`src/rtl/bus_arbiter_mux_if.sv`:
```
// Purpose: request/data/handshake bundle between the bus sources, the arbiter and the bus consumer.
// Latency: none; signals only, no logic.
// Backpressure: bus_ready from the consumer stalls the arbiter's registered word.
interface bus_arbiter_mux_if #(
  parameter int NUM_SRC = 8,
  parameter int DATA_W  = 16
);
  localparam int SEL_W = (NUM_SRC > 1) ? $clog2(NUM_SRC) : 1;

  logic [NUM_SRC-1:0]        req;
  logic [NUM_SRC*DATA_W-1:0] src_data;
  logic [NUM_SRC-1:0]        lock;
  logic                      force_en;
  logic [SEL_W-1:0]          force_sel;
  logic                      bus_ready;
  logic                      bus_valid;
  logic [DATA_W-1:0]         bus_data;
  logic [SEL_W-1:0]          bus_sel;
  logic [NUM_SRC-1:0]        grant;
  logic [NUM_SRC-1:0]        src_ack;

  // Source/consumer side: drives requests and ready, observes the bus.
  modport master (
    output req, src_data, lock, force_en, force_sel, bus_ready,
    input  bus_valid, bus_data, bus_sel, grant, src_ack
  );

  // Arbiter side.
  modport slave (
    input  req, src_data, lock, force_en, force_sel, bus_ready,
    output bus_valid, bus_data, bus_sel, grant, src_ack
  );
endinterface

```
`src/rtl/bus_arbiter_mux.sv`:
```
// Purpose: round-robin arbiter with lock and force override, registering the winner's word onto a common bus.
// Latency: 1 cycle from request to bus_valid; back-to-back transfers with no bubble.
// Backpressure: while bus_ready=0 the captured word, owner and valid are held and new requests are ignored.
module bus_arbiter_mux #(
  parameter int NUM_SRC = 8,
  parameter int DATA_W  = 16
) (
  input logic              clk,
  input logic              rst_n,
  bus_arbiter_mux_if.slave bus
);
  localparam int SEL_W = (NUM_SRC > 1) ? $clog2(NUM_SRC) : 1;

  typedef enum logic {IDLE, BUSY} state_t;

  // Index a + b wrapped modulo NUM_SRC (b is always < NUM_SRC).
  function automatic logic [SEL_W-1:0] wrap_add(input logic [SEL_W-1:0] a, input int b);
    int s;
    s = int'(a) + b;
    if (s >= NUM_SRC) s = s - NUM_SRC;
    return SEL_W'(s);
  endfunction

  state_t              r_state;
  logic                r_bus_valid;
  logic [DATA_W-1:0]   r_bus_data;
  logic [SEL_W-1:0]    r_bus_sel;
  logic [NUM_SRC-1:0]  r_grant;
  logic [SEL_W-1:0]    r_rr_ptr;
  logic                r_forced;   // current word was loaded through the force path

  logic [DATA_W-1:0]   w_src_word [NUM_SRC];
  logic                w_xfer;
  logic                w_force_ok;
  logic                w_lock_hold;
  logic                w_owner_req;
  logic [SEL_W-1:0]    w_owner_inc;
  logic [SEL_W-1:0]    w_rr_base;
  logic [NUM_SRC-1:0]  w_rr_mask;
  logic                w_rr_found;
  logic [SEL_W-1:0]    w_rr_idx;
  state_t              w_state_nxt;
  logic [SEL_W-1:0]    w_ptr_nxt;
  logic                w_load;
  logic                w_drop;
  logic [SEL_W-1:0]    w_win;
  logic                w_win_forced;
  logic [NUM_SRC-1:0]  w_win_onehot;

  for (genvar g = 0; g < NUM_SRC; g++) begin : g_unpack
    assign w_src_word[g] = bus.src_data[g*DATA_W +: DATA_W];
  end

  assign w_xfer       = r_bus_valid & bus.bus_ready;
  // An out-of-range force index selects nothing rather than aliasing a source.
  assign w_force_ok   = bus.force_en && (int'(bus.force_sel) < NUM_SRC);
  assign w_owner_req  = bus.req[r_bus_sel];
  assign w_lock_hold  = !bus.force_en && bus.lock[r_bus_sel] && w_owner_req;
  assign w_owner_inc  = wrap_add(r_bus_sel, 1);
  assign w_win_onehot = NUM_SRC'(1) << w_win;

  // Search base and candidate set: on a completing transfer the pointer has
  // already moved past an unforced owner, and the owner itself is excluded.
  always_comb begin
    w_rr_base = r_rr_ptr;
    w_rr_mask = bus.req;
    if (r_state == BUSY) begin
      if (!r_forced) w_rr_base = w_owner_inc;
      w_rr_mask = bus.req & ~r_grant;
    end
  end

  // First requesting source at or after the search base, wrapping.
  always_comb begin
    w_rr_found = 1'b0;
    w_rr_idx   = '0;
    for (int k = 0; k < NUM_SRC; k++) begin
      if (!w_rr_found && w_rr_mask[wrap_add(w_rr_base, k)]) begin
        w_rr_found = 1'b1;
        w_rr_idx   = wrap_add(w_rr_base, k);
      end
    end
  end

  // Next state, pointer update and capture decision.
  always_comb begin
    w_state_nxt  = r_state;
    w_ptr_nxt    = r_rr_ptr;
    w_load       = 1'b0;
    w_drop       = 1'b0;
    w_win        = r_bus_sel;
    w_win_forced = 1'b0;
    case (r_state)
      IDLE: begin
        if (w_force_ok) begin
          w_load       = 1'b1;
          w_win        = bus.force_sel;
          w_win_forced = 1'b1;
          w_state_nxt  = BUSY;
        end else if (w_rr_found) begin
          w_load      = 1'b1;
          w_win       = w_rr_idx;
          w_state_nxt = BUSY;
        end
      end
      BUSY: begin
        if (w_xfer) begin
          if (w_lock_hold) begin
            // Locked owner keeps the bus; pointer stays put.
            w_load = 1'b1;
            w_win  = r_bus_sel;
          end else begin
            if (!r_forced) w_ptr_nxt = w_owner_inc;
            if (w_force_ok) begin
              w_load       = 1'b1;
              w_win        = bus.force_sel;
              w_win_forced = 1'b1;
            end else if (w_rr_found) begin
              w_load = 1'b1;
              w_win  = w_rr_idx;
            end else if (w_owner_req) begin
              // The completing owner is the only requester left.
              w_load = 1'b1;
              w_win  = r_bus_sel;
            end else begin
              w_drop      = 1'b1;
              w_state_nxt = IDLE;
            end
          end
        end
      end
      default: w_state_nxt = IDLE;
    endcase
  end

  // State, pointer and bus word registers; bus_data keeps its last word when idle.
  always_ff @(posedge clk) begin
    if (!rst_n) begin
      r_state     <= IDLE;
      r_bus_valid <= 1'b0;
      r_bus_data  <= '0;
      r_bus_sel   <= '0;
      r_grant     <= '0;
      r_rr_ptr    <= '0;
      r_forced    <= 1'b0;
    end else begin
      r_state  <= w_state_nxt;
      r_rr_ptr <= w_ptr_nxt;
      if (w_load) begin
        r_bus_valid <= 1'b1;
        r_bus_data  <= w_src_word[w_win];
        r_bus_sel   <= w_win;
        r_grant     <= w_win_onehot;
        r_forced    <= w_win_forced;
      end else if (w_drop) begin
        r_bus_valid <= 1'b0;
        r_grant     <= '0;
        r_forced    <= 1'b0;
      end
    end
  end

  assign bus.bus_valid = r_bus_valid;
  assign bus.bus_data  = r_bus_data;
  assign bus.bus_sel   = r_bus_sel;
  assign bus.grant     = r_grant;
  // A word dropped by reset is never acknowledged, so the ack is masked while reset is asserted.
  assign bus.src_ack   = r_grant & {NUM_SRC{w_xfer & rst_n}};

endmodule

```
`src/flat_wrapper.sv`:
```
// flat-port wrapper written by rule: the top's interface ports become plain ports
module bus_arbiter_mux_flat 
#(
  parameter int NUM_SRC = 8,
  parameter int DATA_W  = 16
)
  (clk, rst_n, bus_req, bus_src_data, bus_lock, bus_force_en, bus_force_sel, bus_bus_ready, bus_bus_valid, bus_bus_data, bus_bus_sel, bus_grant, bus_src_ack);
  bus_arbiter_mux_if #(.NUM_SRC(NUM_SRC), .DATA_W(DATA_W)) bus_i ();
  input logic clk;
  input logic rst_n;
  input wire logic [$bits(bus_i.req)-1:0] bus_req;
  input wire logic [$bits(bus_i.src_data)-1:0] bus_src_data;
  input wire logic [$bits(bus_i.lock)-1:0] bus_lock;
  input wire logic [$bits(bus_i.force_en)-1:0] bus_force_en;
  input wire logic [$bits(bus_i.force_sel)-1:0] bus_force_sel;
  input wire logic [$bits(bus_i.bus_ready)-1:0] bus_bus_ready;
  output wire logic [$bits(bus_i.bus_valid)-1:0] bus_bus_valid;
  output wire logic [$bits(bus_i.bus_data)-1:0] bus_bus_data;
  output wire logic [$bits(bus_i.bus_sel)-1:0] bus_bus_sel;
  output wire logic [$bits(bus_i.grant)-1:0] bus_grant;
  output wire logic [$bits(bus_i.src_ack)-1:0] bus_src_ack;
  assign bus_i.req = bus_req;
  assign bus_i.src_data = bus_src_data;
  assign bus_i.lock = bus_lock;
  assign bus_i.force_en = bus_force_en;
  assign bus_i.force_sel = bus_force_sel;
  assign bus_i.bus_ready = bus_bus_ready;
  assign bus_bus_valid = bus_i.bus_valid;
  assign bus_bus_data = bus_i.bus_data;
  assign bus_bus_sel = bus_i.bus_sel;
  assign bus_grant = bus_i.grant;
  assign bus_src_ack = bus_i.src_ack;
  bus_arbiter_mux #(.NUM_SRC(NUM_SRC), .DATA_W(DATA_W)) u_core (.clk(clk), .rst_n(rst_n), .bus(bus_i));
endmodule
```
`config.mk`:
```
export PLATFORM = sky130hd
export DESIGN_NAME = bus_arbiter_mux_flat
export DESIGN_NICKNAME = d
export VERILOG_FILES = /design/src/rtl/bus_arbiter_mux_if.sv /design/src/rtl/bus_arbiter_mux.sv /design/src/flat_wrapper.sv
export SDC_FILE = /design/constraint.sdc
export NUM_CORES = 1
export LEC_CHECK = 0
export CAP_MARGIN = 10
export CORE_MARGIN = 1.5
export CORE_UTILIZATION = 38
export CTS_CLUSTER_DIAMETER = 40
export DETAILED_ROUTE_END_ITERATION = 6
export PLACE_DENSITY_LB_ADDON = 0.08
export SYNTH_ARGS = -nofsm -noshare
export SYNTH_HDL_FRONTEND = slang
export SYNTH_SLANG_ARGS = --single-unit
```
`constraint.sdc`:
```
create_clock -name clk -period 4.8 [get_ports clk]
set_clock_uncertainty 0.15 [all_clocks]
set_input_delay 0.96 -clock clk [delete_from_list [all_inputs] [get_ports clk]]
set_output_delay 0.96 -clock clk [all_outputs]
set_load 0.02 [all_outputs]
```
# == Word level (Yosys, flattened, before mapping) ==
# Cells that the tools add are included.
# op_classes
n_bitwise,8
n_lt_le_gt_ge,19
muxes,81
n_eq_ne,0
n_div,0
multipliers,0
add_sub_neg,17
reduce_logical,19
shifts,1
# ops
cell,count
2-to-1 mux 3 bit,23
binary-select mux 16 bit (select 3 bit),1
2-to-1 mux 1 bit,38
"greater-or-equal comparator 4 bit, second input constant",9
"< comparator 3 x 4 -> 1 bit, second input constant",9
2-to-1 mux 16 bit,2
binary-select mux 1 bit (select 3 bit),10
"subtractor 3 x 1 -> 3 bit, second input constant",9
2-to-1 mux 8 bit,3
"adder 3 x 3 -> 4 bit, second input constant",4
bitwise AND 8 bit,2
logical AND 1 bit,9
"adder 3 x 1 -> 4 bit, second input constant",2
"adder 3 x 2 -> 4 bit, second input constant",2
zero test 1 bit,8
inverter 8 bit,1
"<< shifter 1 x 3 -> 8 bit, first input constant",1
case mux 1 bit (2 select lines),3
case mux 3 bit (2 select lines),1
"greater-or-equal comparator 3 x 4 -> 1 bit, second input constant",1
inverter 3 -> 4 bit,1
AND reduction 3 bit,1
bitwise AND 1 bit,2
inverter 1 bit,2
nonzero test 2 bit,1
# word_totals
romBits,0
register_bits,33
out_inout_bits,36
n_memories,0
latchBits,0
inputBits,151
elab_cells,152
ram_bits,0

# == Logic depth before layout (Yosys ltp) ==
# logic_depth
word_depth,40
mapped_depth,20
depth_no_buf,16

# == Worst setup path after synthesis ==
# OpenSTA, ideal clock, no wires.
# synth_path
path_kind,register -> register
start,"reg u_core.r_bus_sel[0], in the netlist u_core.bus.bus_sel[0]"
end,"reg u_core.r_bus_data[6], in the netlist u_core.bus.bus_data[6]"
setup_ps,120
path_stages_with_launch,20
t_arrival_ps,4650
setup_slack_ps,-120
required_ps,4530
path_cell_list,dfxtp_1 -> ha_1 -> and3b_1 -> clkbuf_1 -> a21oi_2 -> buf_2 -> ha_1 -> clkbuf_1 -> mux4_2 -> mux2_2 -> nand4bb_2 -> o31ai_2 -> and2_1 -> a211o_1 -> buf_4 -> buf_6 -> buf_6 -> mux2i_1 -> mux2i_1 -> a211o_1
# synth_between
elab_chain_len,40
# synth_lines
item,line_no,source
from (decl),bus_arbiter_mux.sv:27,logic [SEL_W-1:0] r_bus_sel;
from (signal assigned),bus_arbiter_mux.sv:152,r_bus_sel <= w_win;
branches (longest 40 deep; another with adder 3 x 1 -> 4 bit),--,
to (signal assigned),bus_arbiter_mux.sv:151,r_bus_data <= w_src_word[w_win];
to (decl),bus_arbiter_mux.sv:26,logic [DATA_W-1:0] r_bus_data;
# Parallel ways; which one is timed is not known. The select of a mux whose other input is x is not followed.
# A chain may end at the register's enable or synchronous reset.

# == Worst setup path in the final report ==
# layout_path
start,in bus_req[4]
end,"reg u_core.r_bus_data[8], in the netlist u_core.bus.bus_data[8]"
# layout_between
elab_chain_len,35
# layout_lines
item,line_no,source
from (decl),flat_wrapper.sv:11,input wire logic [$bits(bus_i.req)-1:0] bus_req;
bitwise AND 8 bit,bus_arbiter_mux.sv:69,w_rr_mask = bus.req & ~r_grant;
2-to-1 mux 8 bit,bus_arbiter_mux.sv:67,if (r_state == BUSY) begin
binary-select mux 1 bit (select 3 bit),bus_arbiter_mux.sv:78,"if (!w_rr_found && w_rr_mask[wrap_add(w_rr_base, k)]) begin"
2-to-1 mux 1 bit (implied by the code),bus_arbiter_mux.sv:78,
2-to-1 mux 1 bit,bus_arbiter_mux.sv:78,
zero test 1 bit,bus_arbiter_mux.sv:78,
logical AND 1 bit,bus_arbiter_mux.sv:78,
2-to-1 mux 1 bit,bus_arbiter_mux.sv:78,
(+18 left out),--,
2-to-1 mux 3 bit,"bus_arbiter_mux.sv:100, bus_arbiter_mux.sv:118",
2-to-1 mux 3 bit,"bus_arbiter_mux.sv:95, bus_arbiter_mux.sv:114",
2-to-1 mux 3 bit,bus_arbiter_mux.sv:108,if (w_lock_hold) begin
2-to-1 mux 3 bit,bus_arbiter_mux.sv:107,if (w_xfer) begin
case mux 3 bit (2 select lines),bus_arbiter_mux.sv:93,case (r_state)
inverter 3 -> 4 bit (implied by the code),bus_arbiter_mux.sv:151,
binary-select mux 16 bit (select 3 bit),bus_arbiter_mux.sv:151,
2-to-1 mux 16 bit (implied by the code) (2 in series),bus_arbiter_mux.sv:151,
# Several ways; a longest one is shown, not always the timed one. The select of a mux whose other input is x is not followed.

==> summary.txt <==
Setup path
  • CP cell instances: clkdlybuf4s50_1 > a21bo_2 > a211oi_1 > a211oi_1 > o21ai_0 > buf_4 > o221ai_1 > nand4bb_2 > buf_4 > o21bai_1 > nor4_1 > buf_4 > nor2b_2 > nor3_2 > buf_4 > nor3b_1 > a211o_1
  • R2R Path Start: u_core.bus.bus_sel[0]
  • Worst-path fanout max: 11
  • CP peak stage delay: 0.50 ns
  • WS Path Type: input pin to register
  • Crit. End Element: register
  • Flop2flop setup slack: 0.22 ns
  • Data required, critical path: 4.83 ns
  • Most used cell, CP: buf_4
  • Cells on worst reg2reg path: 16
  • Worst Setup SP: bus_req[4]
  • Critical path's slowest cell: clkdlybuf4s50_1
  • RR Endpoint: u_core.bus.bus_data[8]
  • Startpoint Class: input pin
  • Crit path DAT: 4.63 ns

Drt
  • Drt total wl: 14,000 µm
  • First DRT Iteration DRCs: 164
  • Routed WL per cell: 17.6 µm
  • Drt pass-1 iters: 4
  • Routed Antenna Nets: 0
  • Avg Vias per Cell: 5.57
  • # DRC: 0
  • Via Count: 4,433

Final layout
  • Fin area: 6190 µm²
  • Area grow syn2layout: 61.6%
  • Ant diodes: 0
  • Filler cells: 886
  • Final nets: 816
  • Share of post-route cells with drive strength above 1: 13.3%

CTS
  • CTS Buf Count: 5
  • Maximum clock insertion buffer count: 2
  • H-tree depth: 2
  • Root Buffer: clkbuf_8
  • Worst-Skew Late Latency: 0.29 ns
  • Clock sink count: 33
  • Setup Fix Bufs, Post-CTS: 0
  • Clock tree from TritonCTS: built
  • Worst-path clk slew: 0.08 ns

STA
  • Final hold viol count: 0
  • Relative slew margins: 55.7%
  • Setup ws final: 0.200 ns
  • Worst-Margin Slew: 0.659 ns
  • Setup-failing EPs final: 0
  • Fin crit period: 4.60 ns
  • Final Slew Violations: 0
  • Maximum clock rate: 0.217 GHz
  • RSZ-0062 raised after global routing: no
  • Part of the cycle the worst path needs: 95.8%
  • Worst hold slack: 0.380 ns
  • Total negative setup slack: 0 ns

Yosys
  • Syn_area_per_cell: 8.40 µm²
  • Post-synth ARST share: 0%
  • Synthesis warning total: 0
  • Post-synth top area cell: mux2i_1
  • Yosys top cell area share: 23.3%
  • Synth top area cells: mux2i_1 (23%), dfxtp_1 (17%), a211oi_1 (6.5%)
  • Distinct cells, synth: 64
  • Cell Area, Synth: 3830 µm²
  • Post-synthesis register bit count: 33
  • Post-Syn Nets: 610
  • Register area share after synthesis: 17.2%
  • Ys flop type: dfxtp_1
  • Number of synthesized flops with an enable pin: 0
  • Post-Synthesis Cells: 456

Die
  • Top Ports: 187
  • Die ar.: 10,700 µm²
  • Core ar.: 9770 µm²
  • Die height: 103 µm
  • Core Rows: 36
  • Starting Density: 39.2%
  • Die width: 103 µm

Hold path
  • Worst Hold End: u_core.bus.bus_valid
  • Worst Hold Depth: 2
  • Min-delay src: u_core.bus.bus_valid
  • Hold Crit Class: register to register

Place
  • Post-Place Setup Slack: -0.113 ns
  • IO buf count: 186
  • Routability Congestion: 0.893
  • Dpl hpwl: 11,400 µm
  • Dpl cell area: 6070 µm²

Global route
  • Gr ovfl total: 0
  • Vias in the first global route: 4,545
  • Antenna violations before repair: 0
  • Gr usage total: 26.6%
  • First-pass GRT wire length: 22,000 µm
  • Largest net degree at the start of global routing: 30

Power
  • Cell Pwr Density: 308 nW/µm²
  • Leak: 2.52 nW
  • Clock group share of total power: 14.8%
  • Pint: 0.00113 W
  • Net Sw Power: 0.000772 W
  • Largest vdd supply drop: 0.192 mV
  • Logic pwr share: 65.9%
  • Sw Share: 40.6%
  • Reg power frac: 19.3%

Status
  • Status: finished clean

Job
  • Max Cap Viol: 0
## synthesized netlist by cell type (2+ instances only)
library cell,count
a211o_1,18
a211oi_1,33
a21bo_2,6
a21boi_0,9
a21oi_1,7
a22oi_1,11
a32oi_1,2
and2_1,13
and3_1,2
buf_2,11
buf_4,3
buf_6,5
clkbuf_1,10
dfxtp_1,33
ha_1,3
inv_1,10
inv_2,2
mux2_2,5
mux2_4,2
mux2i_1,89
mux4_2,7
nand2_1,26
nand2b_1,2
nand3_1,7
nor2_1,55
nor2b_1,4
nor3_1,4
nor3b_1,17
nor4_1,4
o211ai_1,2
o21ai_0,12
o21ai_1,2
o221ai_1,6
o31ai_1,2
xnor2_1,3
## layout by cell type, fill, tap and decap left out, types with 3 or more instances in the layout
master	n
and2_1	13
a22oi_1	11
clkbuf_8	6
buf_4	40
a21oi_1	7
a211o_1	17
dfxtp_1	32
inv_1	10
o221ai_1	6
xnor2_1	3
mux4_2	7
ha_1	3
o21ai_0	12
nor3b_1	17
nor3_1	4
nand2_1	26
a21bo_2	6
a21boi_0	5
nand3_1	7
nor4_1	4
nor2b_1	3
mux2_2	5
a211oi_1	33
nor2_1	55
buf_12	4
mux2i_1	89
a21boi_1	4
clkdlybuf4s50_1	186
## sequential cells by signal, indices dropped and copies added, names as in the netlist
signal / count
u_core.bus.bus_data: 16
u_core.bus.grant: 8
u_core.bus.bus_sel: 3
u_core.r_rr_ptr: 3
u_core.bus.bus_valid: 1
u_core.r_forced: 1
u_core.r_state: 1
## worst max-delay path by stage
stage                        endpoint  slack (ns)  cells past startpoint
2_1_floorplan  u_core.bus.bus_data[6]        0.02                     19
3_3_place_gp   u_core.bus.bus_data[0]       -0.08                     15
3_5_place_dp   u_core.bus.bus_data[8]       -0.11                     15
4_1_cts        u_core.bus.bus_data[8]        0.16                     15
5_1_grt        u_core.bus.bus_data[8]       0.006                     17
6_report       u_core.bus.bus_data[8]        0.20                     17
## routing by layer
layer,track usage (%),wire (µm),vias up
met5,0,0,-
met4,9.56,363,0
met3,6.45,887,27
met2,49.2,7280,146
met1,29.5,5450,2106
li1,-,-,2154
## repair_timing
| action | in CTS | in global routing |
|---|---|---|
| hold buffers | 0 | 0 |
| endpoints found under the setup margin | 0 | 16 |
| endpoints found under the hold margin | 0 | 0 |
| resized for setup | 0 | 4 |
## cells by family (layout without fill, tap and decap cells)
group,after synthesis,after routing,synth area share (%)
adder cells (fa/ha/maj),3,3,0.980
multiplexers,104,104,30.0
flip-flops,33,33,17.2
AO/OA/AOI/OAI,127,127,26.3
AND/OR/NAND/NOR,141,141,18.5
buffers and inverters,44,251,6.08
XOR/XNOR,4,4,0.915
## area by class of cell
class                      instances  area, µm²  area share [%]
multi-input combinational        379       2950            47.7
timing repair buffer             230       2240            36.2
sequential                        33        662            10.7
tap                              133        166            2.69
clock buffer                       6       82.6            1.33
inverter                          13       48.8           0.788
clock inverter                     2       37.5           0.606
## through the flow
stage               power [W]  cells  utilization [%]
CTS                   0.00191    796             63.3
global route          0.00202    796             63.3
detailed placement    0.00162    788             62.1
global placement      0.00160    788             62.1
finish                0.00190    796             63.3
floorplan             0.00114    456                -
## power groups by stage
stage               Sequential, W  Clock, W  Combinational [W]
detailed placement       0.000373         0            0.00125
global route             0.000374  0.000295            0.00135
floorplan                0.000433         0           0.000709
CTS                      0.000368  0.000285            0.00125
finish                   0.000368  0.000283            0.00125
global placement         0.000372         0            0.00123
## critical path, delay by kind of cell
family,cells,cell delay (ns)
AND/OR/NAND/NOR,5,0.80
buffers and inverters,5,1.22
AO/OA/AOI/OAI,7,1.65
(Power assumes the default switching activity.)
